## config.mk

```make
export PLATFORM = sky130hd
export DESIGN_NAME = pc_sequencer
export DESIGN_NICKNAME = d
export VERILOG_FILES = /design/src/rtl/pc_sequencer.sv
export SDC_FILE = /design/constraint.sdc
export NUM_CORES = 1
export LEC_CHECK = 0
export ABC_AREA = 1
export BUFFER_PORTS_ARGS = -buffer_cell sky130_fd_sc_hd__buf_2
export CAP_MARGIN = 5
export CORE_MARGIN = 1
export CORE_UTILIZATION = 55
export DETAILED_ROUTE_END_ITERATION = 6
export PLACE_DENSITY = 0.83
export SYNTH_ARGS = -nofsm -noshare
export SYNTH_HDL_FRONTEND = slang
export SYNTH_SLANG_ARGS = --single-unit
```

## constraint.sdc

```tcl
create_clock -name clk -period 2.75 [get_ports clk]
set_clock_uncertainty 0.2 [all_clocks]
set_input_delay 0.1375 -clock clk [delete_from_list [all_inputs] [get_ports clk]]
set_output_delay 0.1375 -clock clk [all_outputs]
set_load 0.005 [all_outputs]
```

## src/rtl/pc_sequencer.sv

```systemverilog
// Fetch-stage PC controller: boot delay, trap > EX > ID redirect arbitration, pending redirect across fetch stalls.
// Zero latency (all outputs combinational); while stall_if is high the PC is frozen and a redirect is held pending.
module pc_sequencer #(
  parameter int BOOT_CYCLES = 2
) (
  input  logic        clk,
  input  logic        reset,
  input  logic        stall_if,
  input  logic        trap_req,
  input  logic [31:0] trap_vector,
  input  logic        ex_redirect_req,
  input  logic [31:0] ex_target,
  input  logic        id_jump_req,
  input  logic [31:0] id_target,
  output logic        pc_enable,
  output logic        pc_load_enable,
  output logic [31:0] pc_load,
  output logic        flush_if_id,
  output logic        flush_id_ex,
  output logic        flush_ex_mem,
  output logic        redirect_taken,
  output logic [1:0]  redirect_src,
  output logic        misaligned_target
);

  localparam logic [1:0] ST_BOOT = 2'd0;
  localparam logic [1:0] ST_RUN  = 2'd1;
  localparam logic [1:0] ST_HOLD = 2'd2;

  localparam logic [1:0] SRC_NONE = 2'd0;
  localparam logic [1:0] SRC_ID   = 2'd1;
  localparam logic [1:0] SRC_EX   = 2'd2;
  localparam logic [1:0] SRC_TRAP = 2'd3;

  localparam logic [3:0] BOOT_LAST = 4'(BOOT_CYCLES - 1);

  logic [1:0]  state_q, state_d;
  logic [3:0]  boot_cnt_q, boot_cnt_d;
  logic        pend_vld_q, pend_vld_d;
  logic [31:0] pend_target_q, pend_target_d;
  logic [1:0]  pend_src_q, pend_src_d;

  logic [1:0]  arb_src;
  logic [31:0] arb_target;
  logic        arb_misaligned;
  logic        arb_vld;
  logic        hold_override;
  logic [2:0]  flush_vec;

  // Flush depth grows with the age of the redirecting stage: {ex_mem, id_ex, if_id}.
  function automatic logic [2:0] flush_for(input logic [1:0] src);
    logic [2:0] f;
    case (src)
      SRC_TRAP: f = 3'b111;
      SRC_EX:   f = 3'b011;
      SRC_ID:   f = 3'b001;
      default:  f = 3'b000;
    endcase
    return f;
  endfunction

  // A misaligned EX/ID target is turned into a trap so the PC never holds a bad fetch address.
  always_comb begin
    arb_src        = SRC_NONE;
    arb_target     = 32'd0;
    arb_misaligned = 1'b0;
    if (trap_req) begin
      arb_src    = SRC_TRAP;
      arb_target = trap_vector;
    end else if (ex_redirect_req) begin
      if (ex_target[1:0] != 2'b00) begin
        arb_src        = SRC_TRAP;
        arb_target     = trap_vector;
        arb_misaligned = 1'b1;
      end else begin
        arb_src    = SRC_EX;
        arb_target = ex_target;
      end
    end else if (id_jump_req) begin
      if (id_target[1:0] != 2'b00) begin
        arb_src        = SRC_TRAP;
        arb_target     = trap_vector;
        arb_misaligned = 1'b1;
      end else begin
        arb_src    = SRC_ID;
        arb_target = id_target;
      end
    end
  end

  assign arb_vld       = (arb_src != SRC_NONE);
  assign hold_override = arb_vld && (arb_src >= pend_src_q);

  always_comb begin
    state_d        = state_q;
    boot_cnt_d     = boot_cnt_q;
    pend_vld_d     = pend_vld_q;
    pend_target_d  = pend_target_q;
    pend_src_d     = pend_src_q;

    pc_enable         = 1'b0;
    pc_load_enable    = 1'b0;
    pc_load           = 32'd0;
    flush_vec         = 3'b000;
    redirect_taken    = 1'b0;
    redirect_src      = SRC_NONE;
    misaligned_target = 1'b0;

    case (state_q)
      ST_BOOT: begin
        boot_cnt_d = boot_cnt_q + 4'd1;
        if (boot_cnt_q >= BOOT_LAST) begin
          state_d = ST_RUN;
        end
      end

      ST_RUN: begin
        if (arb_vld) begin
          flush_vec         = flush_for(arb_src);
          redirect_src      = arb_src;
          misaligned_target = arb_misaligned;
          if (stall_if) begin
            pend_vld_d    = 1'b1;
            pend_target_d = arb_target;
            pend_src_d    = arb_src;
            state_d       = ST_HOLD;
          end else begin
            pc_enable      = 1'b1;
            pc_load_enable = 1'b1;
            pc_load        = arb_target;
            redirect_taken = 1'b1;
          end
        end else begin
          pc_enable = !stall_if;
        end
      end

      ST_HOLD: begin
        // Flushes only fire when a fresh request wins; the pending entry already flushed at capture.
        if (hold_override) begin
          flush_vec         = flush_for(arb_src);
          misaligned_target = arb_misaligned;
          redirect_src      = arb_src;
        end else begin
          redirect_src = pend_src_q;
        end
        if (stall_if) begin
          if (hold_override) begin
            pend_target_d = arb_target;
            pend_src_d    = arb_src;
          end
        end else begin
          pc_enable      = 1'b1;
          pc_load_enable = 1'b1;
          pc_load        = hold_override ? arb_target : pend_target_q;
          redirect_taken = 1'b1;
          pend_vld_d     = 1'b0;
          pend_target_d  = 32'd0;
          pend_src_d     = SRC_NONE;
          state_d        = ST_RUN;
        end
      end

      default: begin
        state_d    = ST_BOOT;
        boot_cnt_d = 4'd0;
        pend_vld_d = 1'b0;
      end
    endcase
  end

  assign flush_if_id  = flush_vec[0];
  assign flush_id_ex  = flush_vec[1];
  assign flush_ex_mem = flush_vec[2];

  always_ff @(posedge clk or posedge reset) begin
    if (reset) begin
      state_q       <= ST_BOOT;
      boot_cnt_q    <= 4'd0;
      pend_vld_q    <= 1'b0;
      pend_target_q <= 32'd0;
      pend_src_q    <= SRC_NONE;
    end else begin
      state_q       <= state_d;
      boot_cnt_q    <= boot_cnt_d;
      pend_vld_q    <= pend_vld_d;
      pend_target_q <= pend_target_d;
      pend_src_q    <= pend_src_d;
    end
  end

endmodule

```

# --- Word level (Yosys, flattened, before mapping) ---
# Cells that the tools add are included.
op_classes:
  n_bitwise: 0
  reduce_logical: 10
  addsub: 1
  mul: 0
  n_eq_ne: 9
  mux: 49
  n_shift: 0
  div: 0
  magnitude_cmp: 2
op_table:
  columns: ["operator", "n"]
  rows:
  - ["32-bit two-way mux", 12]
  - ["32-bit one-hot mux with 2 select lines", 2]
  - ["2-bit two-way mux", 13]
  - ["1-bit two-way mux", 11]
  - ["3-bit one-hot mux with 3 select lines", 1]
  - ["2-bit != test (second input constant)", 4]
  - ["2-bit one-hot mux with 2 select lines", 2]
  - ["4-bit one-hot mux with 2 select lines", 1]
  - ["2-bit nonzero test", 4]
  - ["2-bit equality test (second input constant)", 3]
  - ["3-bit two-way mux", 2]
  - ["1-bit one-hot mux with 2 select lines", 3]
  - ["2-bit one-hot mux with 3 select lines", 1]
  - ["3-bit one-hot mux with 2 select lines", 1]
  - ["4-bit by 1-bit adder with 4-bit output (second input constant)", 1]
  - ["2-bit by 1-bit equality test with 1-bit output (second input constant)", 2]
  - ["4-bit by 1-bit greater-or-equal comparator with 1-bit output (second input constant)", 1]
  - ["4-bit AND reduction", 1]
  - ["3-bit AND reduction", 1]
  - ["2-bit greater-or-equal comparator", 1]
  - ["2-bit logical NOT", 1]
  - ["2-bit OR reduction", 1]
  - ["1-bit logical AND", 1]
  - ["1-bit logical NOT", 1]
word_totals:
  mem_bits_ro: 0
  mem_count: 0
  latchBits: 0
  register_bits: 40
  ram_bits: 0
  output_inout_bits: 41

# --- Depth between registers and ports, before layout ---
depth:
  depth_word: 10
  depth_mapped: 15
  depth_no_buf: 14

# --- Worst setup path before layout ---
# OpenSTA, ideal clock, no wires.
synth_timing:
  kind: "input to output"
  start: "input port ex_redirect_req"
  end: "output port pc_load[7]"
  setup_slack_ns: 0.705
  t_required_ns: 2.413
  t_arrival_ns: 1.708
  stages: 14
  cell_sequence: "buf_6 > nor2_8 > nor2_1 > nand2_1 > inv_1 > ha_1 > o21ai_0 > nand2_1 > nand2_2 > inv_2 > buf_2 > nand3_1 > nand3_1 > a21oi_1"
synth_between:
  elab_chain_len: 7
  word_cells_on_any_way: 12
  cone_classes: "order compare: 1; mux: 9; reduce/logical: 2"
synth_lines:
  columns: ["item", "line_no", "text"]
  rows:
  - ["start, declared", "11", "input logic ex_redirect_req,"]
  - ["2-bit two-way mux", "70", "end else if (ex_redirect_req) begin"]
  - ["2-bit two-way mux", "67", "if (trap_req) begin"]
  - ["2-bit greater-or-equal comparator or 2-bit nonzero test (tied branches)", "92, 91", null]
  - ["1-bit logical AND", "92", "assign hold_override = arb_vld && (arb_src >= pend_src_q);"]
  - ["32-bit two-way mux", null, null]
  - ["32-bit two-way mux", "147", "if (stall_if) begin"]
  - ["32-bit one-hot mux with 2 select lines *", "109", "case (state_q)"]
  - ["end, declared", "17", "output logic [31:0] pc_load,"]
# Every way passes the cells marked *; elsewhere a longest branch is shown, timed or not.

# --- Worst setup path after layout ---
layout_timing:
  start: "register state_q[0]"
  end: "output port pc_load[4]"
layout_between:
  elab_chain_len: 2
  word_cells_on_any_way: 3
  cone_classes: "eq/ne: 2; mux: 1"
layout_lines:
  columns: ["item", "line_no", "text"]
  rows:
  - ["start, declared", "37", "logic [1:0] state_q, state_d;"]
  - ["start signal, assigned", "184", "state_q <= state_d;"]
  - ["2-bit equality test or 2-bit by 1-bit equality test with 1-bit output (tied branches)", "109", null]
  - ["32-bit one-hot mux with 2 select lines *", "109", null]
# Marks and branches as above.

==> flow_results.xml <==
<?xml version="1.0" encoding="UTF-8"?>
<metrics>
  <group name="floorplanning">
    <metric name="core_area" unit="sq um">6944</metric>
    <metric name="io-pin-count" unit="">143</metric>
    <metric name="fp.dieArea" unit="sq um">7699</metric>
    <metric name="initial_utilization" unit="">0.5823</metric>
    <metric name="floorplan.die.height" unit="um">87.75</metric>
    <metric name="fp-row-count" unit="">30</metric>
    <metric name="die-width" unit="um">87.75</metric>
  </group>
  <group name="timing">
    <metric name="timing_max_transition_violations_final" unit="">0</metric>
    <metric name="whs" unit="ps">10.81</metric>
    <metric name="unrepaired_setup_endpoints_after_global_routing" unit="">false</metric>
    <metric name="max_freq" unit="MHz">377.5</metric>
    <metric name="fin_crit_sh" unit="">0.9633</metric>
    <metric name="period_needed" unit="ps">2649</metric>
    <metric name="tightestPinTransition" unit="ps">876.9</metric>
    <metric name="slew_headroom" unit="">0.4145</metric>
    <metric name="fin_setup_tns" unit="ps">0</metric>
    <metric name="setup_viol_count_final" unit="">0</metric>
    <metric name="finalHoldViolCount" unit="">0</metric>
  </group>
  <group name="logic_synthesis">
    <metric name="area_leader_netlist" unit="">dfrtp_1</metric>
    <metric name="synthesis.yosys.warnings" unit="">0</metric>
    <metric name="synth-seq-area-share" unit="">0.2475</metric>
    <metric name="synth_cell_type_count" unit="">31</metric>
    <metric name="avgSynthCellArea" unit="sq um">5.835</metric>
    <metric name="syn-num-nets" unit="">803</metric>
    <metric name="synth_cells" unit="">693</metric>
    <metric name="synth.top_cell.area_share" unit="">0.2475</metric>
    <metric name="ys_seq_elements" unit="">40</metric>
    <metric name="synthTopCellsByArea" unit="">dfrtp_1 25%, nand3_1 20%, nand2_1 19%</metric>
    <metric name="syn-cell-area" unit="sq um">4044</metric>
  </group>
  <group name="placement">
    <metric name="place_area" unit="sq um">4760</metric>
    <metric name="last_weighted_congestion_value_of_the_routability_driven_placer" unit="">0.9305</metric>
    <metric name="detailed_place_hpwl" unit="um">9027</metric>
    <metric name="port_buffers" unit="">142</metric>
  </group>
  <group name="worst_setup_path">
    <metric name="critPathLaunch" unit="">state_q[0]$_DFFE_PP0P_</metric>
    <metric name="timing.critical_path.arrival" unit="ps">2310</metric>
    <metric name="timing.critical_path.to_type" unit="">output port</metric>
    <metric name="worstSetupStartpointType" unit="">flop</metric>
    <metric name="critical_path_peak_fanout" unit="">19</metric>
    <metric name="critPathRequiredTime" unit="ps">2410</metric>
    <metric name="worst_reg2reg_path_startpoint" unit="">state_q[0]$_DFFE_PP0P_</metric>
    <metric name="critPathKind" unit="">reg -&gt; out</metric>
  </group>
  <group name="cts">
    <metric name="htree_levels" unit="">2</metric>
    <metric name="clock_insertion_delay_worst_skew" unit="ps">300</metric>
    <metric name="cts.path.max_buffers" unit="">2</metric>
    <metric name="cts.root.buffer_cell" unit="">clkbuf_8</metric>
    <metric name="cts_num_sinks" unit="">40</metric>
    <metric name="cts_inserted_buffers" unit="">5</metric>
    <metric name="cts.clk_slew.worst_paths" unit="ps">80</metric>
    <metric name="clock_tree_from_tritoncts" unit="">yes</metric>
    <metric name="post_cts_buffers" unit="">0</metric>
  </group>
  <group name="grt">
    <metric name="fraction_of_met3_tracks_used_by_global_routing" unit="">0.03959</metric>
    <metric name="global_route.usage.met1" unit="">0.4044</metric>
    <metric name="global_route_wire_length_before_repair" unit="um">20130</metric>
    <metric name="gr-usage-all-layers" unit="">0.3331</metric>
    <metric name="grt_start_max_net_pins" unit="">41</metric>
    <metric name="vias_in_the_first_global_route" unit="">4632</metric>
    <metric name="overflow" unit="">0</metric>
    <metric name="antenna_violations_before_repair" unit="">0</metric>
    <metric name="grtUsageMet2" unit="">0.5941</metric>
    <metric name="gr-max-usage-layer" unit="">met2</metric>
  </group>
  <group name="job">
    <metric name="timing.max_cap.violations" unit="">0</metric>
  </group>
  <group name="final_layout">
    <metric name="antenna_cells_inserted" unit="">0</metric>
    <metric name="area.growth.synth_to_final" unit="%">20.88</metric>
    <metric name="area.sequential" unit="sq um">1001</metric>
    <metric name="fillCellCount" unit="">605</metric>
    <metric name="final_net_count" unit="">922</metric>
    <metric name="multi_input_area" unit="sq um">2569</metric>
    <metric name="share_of_cells_above_drive_strength_1" unit="">0.2325</metric>
    <metric name="design_area" unit="sq um">4888</metric>
  </group>
  <group name="hold_path">
    <metric name="timing.hold.worst.start" unit="">trap_vector[0]</metric>
    <metric name="worstHoldPathType" unit="">in -&gt; reg</metric>
  </group>
  <group name="drt">
    <metric name="drc" unit="">0</metric>
    <metric name="drt_wl_total" unit="um">13010</metric>
    <metric name="route.detailed.vias_per_inst" unit="">5.675</metric>
    <metric name="ant_nets" unit="">0</metric>
    <metric name="drt_iter0_markers" unit="">425</metric>
    <metric name="dr_total_vias" unit="">5159</metric>
    <metric name="dr.pass1.iters" unit="">7</metric>
    <metric name="wire_per_inst" unit="um">14.32</metric>
  </group>
  <group name="power">
    <metric name="p_leak" unit="nW">2.613</metric>
    <metric name="power_density" unit="nW/um^2">878.9</metric>
    <metric name="ir_drop" unit="uV">703.7</metric>
    <metric name="totalPowerFinal" unit="mW">4.296</metric>
  </group>
  <group name="status">
    <metric name="run_status" unit="">finished clean</metric>
  </group>
</metrics>
[placed cells by master, fill, tap and decap left out, drive strengths merged]
master / n
a2111oi: 1
a21oi: 105
buf: 160
bufinv: 1
clkbuf: 6
clkinv: 2
dfrtp: 40
dlygate4sd3: 1
ha: 8
inv: 57
nand2: 204
nand3: 163
nor2: 47
nor3: 2
o211ai: 2
o21a: 1
o21ai: 9
o22ai: 3
or2: 1
[routing by layer]
| metal | wire length [um] | part of all wire |
|---|---|---|
| met1 | 5262 | 0.40 |
| met2 | 6300 | 0.48 |
| met3 | 1137 | 0.087 |
| met4 | 313 | 0.024 |
| met5 | 0 | 0 |
[cells in the mapped netlist]
cell	n
nor2_1	43
nor2_8	1
buf_6	1
inv_2	6
nor2_4	1
a21oi_1	105
o21ai_0	6
nand3_1	161
a2111oi_0	1
nor3_1	2
buf_4	6
o211ai_1	2
clkinv_1	1
ha_1	8
o21ai_1	2
clkbuf_1	12
o22ai_1	3
or2_1	1
buf_2	27
nand2_2	3
buf_8	2
o21ai_2	1
nand3_4	1
inv_4	1
inv_1	50
o21a_1	1
dfrtp_1	40
buf_1	1
nand3_2	1
nand2_1	201
nor2_2	2
[worst paths after layout]
kind	depth (start not counted)	slack [ps]	endpoint
setup reg to reg	9	400	pend_target_q[0]$_DFFE_PP0P_
min in group asynchronous	3	370	boot_cnt_q[2]$_DFFE_PP0N_
max in group asynchronous	3	1420	pend_target_q[28]$_DFFE_PP0P_
hold / removal	5	10	pend_target_q[0]$_DFFE_PP0P_
setup / recovery	8	100	pc_load[4]
hold reg to reg	2	340	pend_target_q[10]$_DFFE_PP0P_
[registers in the layout, summed over array words and instances, names as in the netlist]
signal,flops
pend_target_q,32
boot_cnt_q,4
pend_src_q,2
state_q,2
[critical path: stages, from the launching register on]
cell and delay (ps):
dfrtp_1 390, inv_1 100, ha_1 380, inv_2 250, nor2_2 160, buf_4 260, nand3_1 100, a21oi_1 210
buf_2 160
[power by group]
part	switching [mW]	total (mW)	leakage, nW	internal, mW
registers	0.154	1.05	0.463	0.897
clock network	0.215	0.485	0.0552	0.270
logic	1.86	2.76	2.10	0.901
total	2.23	4.30	2.61	2.07
[per-stage QoR]
| stage | util | std cells | setup slack (ps) |
|---|---|---|---|
| finish | 0.7040 | 909 | 101.0 |
| global route | 0.7040 | 909 | 4.360 |
| CTS | 0.7027 | 909 | 56.42 |
| detailed placement | 0.6854 | 900 | 20.88 |
| global placement | 0.6854 | 900 | 138.8 |
| floorplan | - | 693 | 704.7 |
[repair_timing]
item                                    4_1_cts  5_1_grt
gates resized for setup                       1        3
endpoints found under the hold margin        40        0
gates cloned                                  0        0
endpoints found under the setup margin       23       18
hold buffers                                  1        0
[cell type report]
class / count / share of cell area
Multi-Input combinational cell: 546 / 0.5255
Sequential cell: 40 / 0.2048
Timing Repair Buffer: 161 / 0.1776
Inverter: 58 / 0.04556
Tap cell: 96 / 0.02457
Clock buffer: 6 / 0.01485
Clock inverter: 2 / 0.007167
[cells by family (layout without fill, tap and decap cells)]
| kind of cell | count (synthesis) | count (layout) | synth area share |
|---|---|---|---|
| simple gates | 417 | 417 | 0.4520 |
| buf+inv | 107 | 227 | 0.1213 |
| compound gates | 121 | 121 | 0.1544 |
| flops | 40 | 40 | 0.2475 |
| fa+ha+maj | 8 | 8 | 0.02475 |
Note: power is estimated with default switching activity, not from simulation.
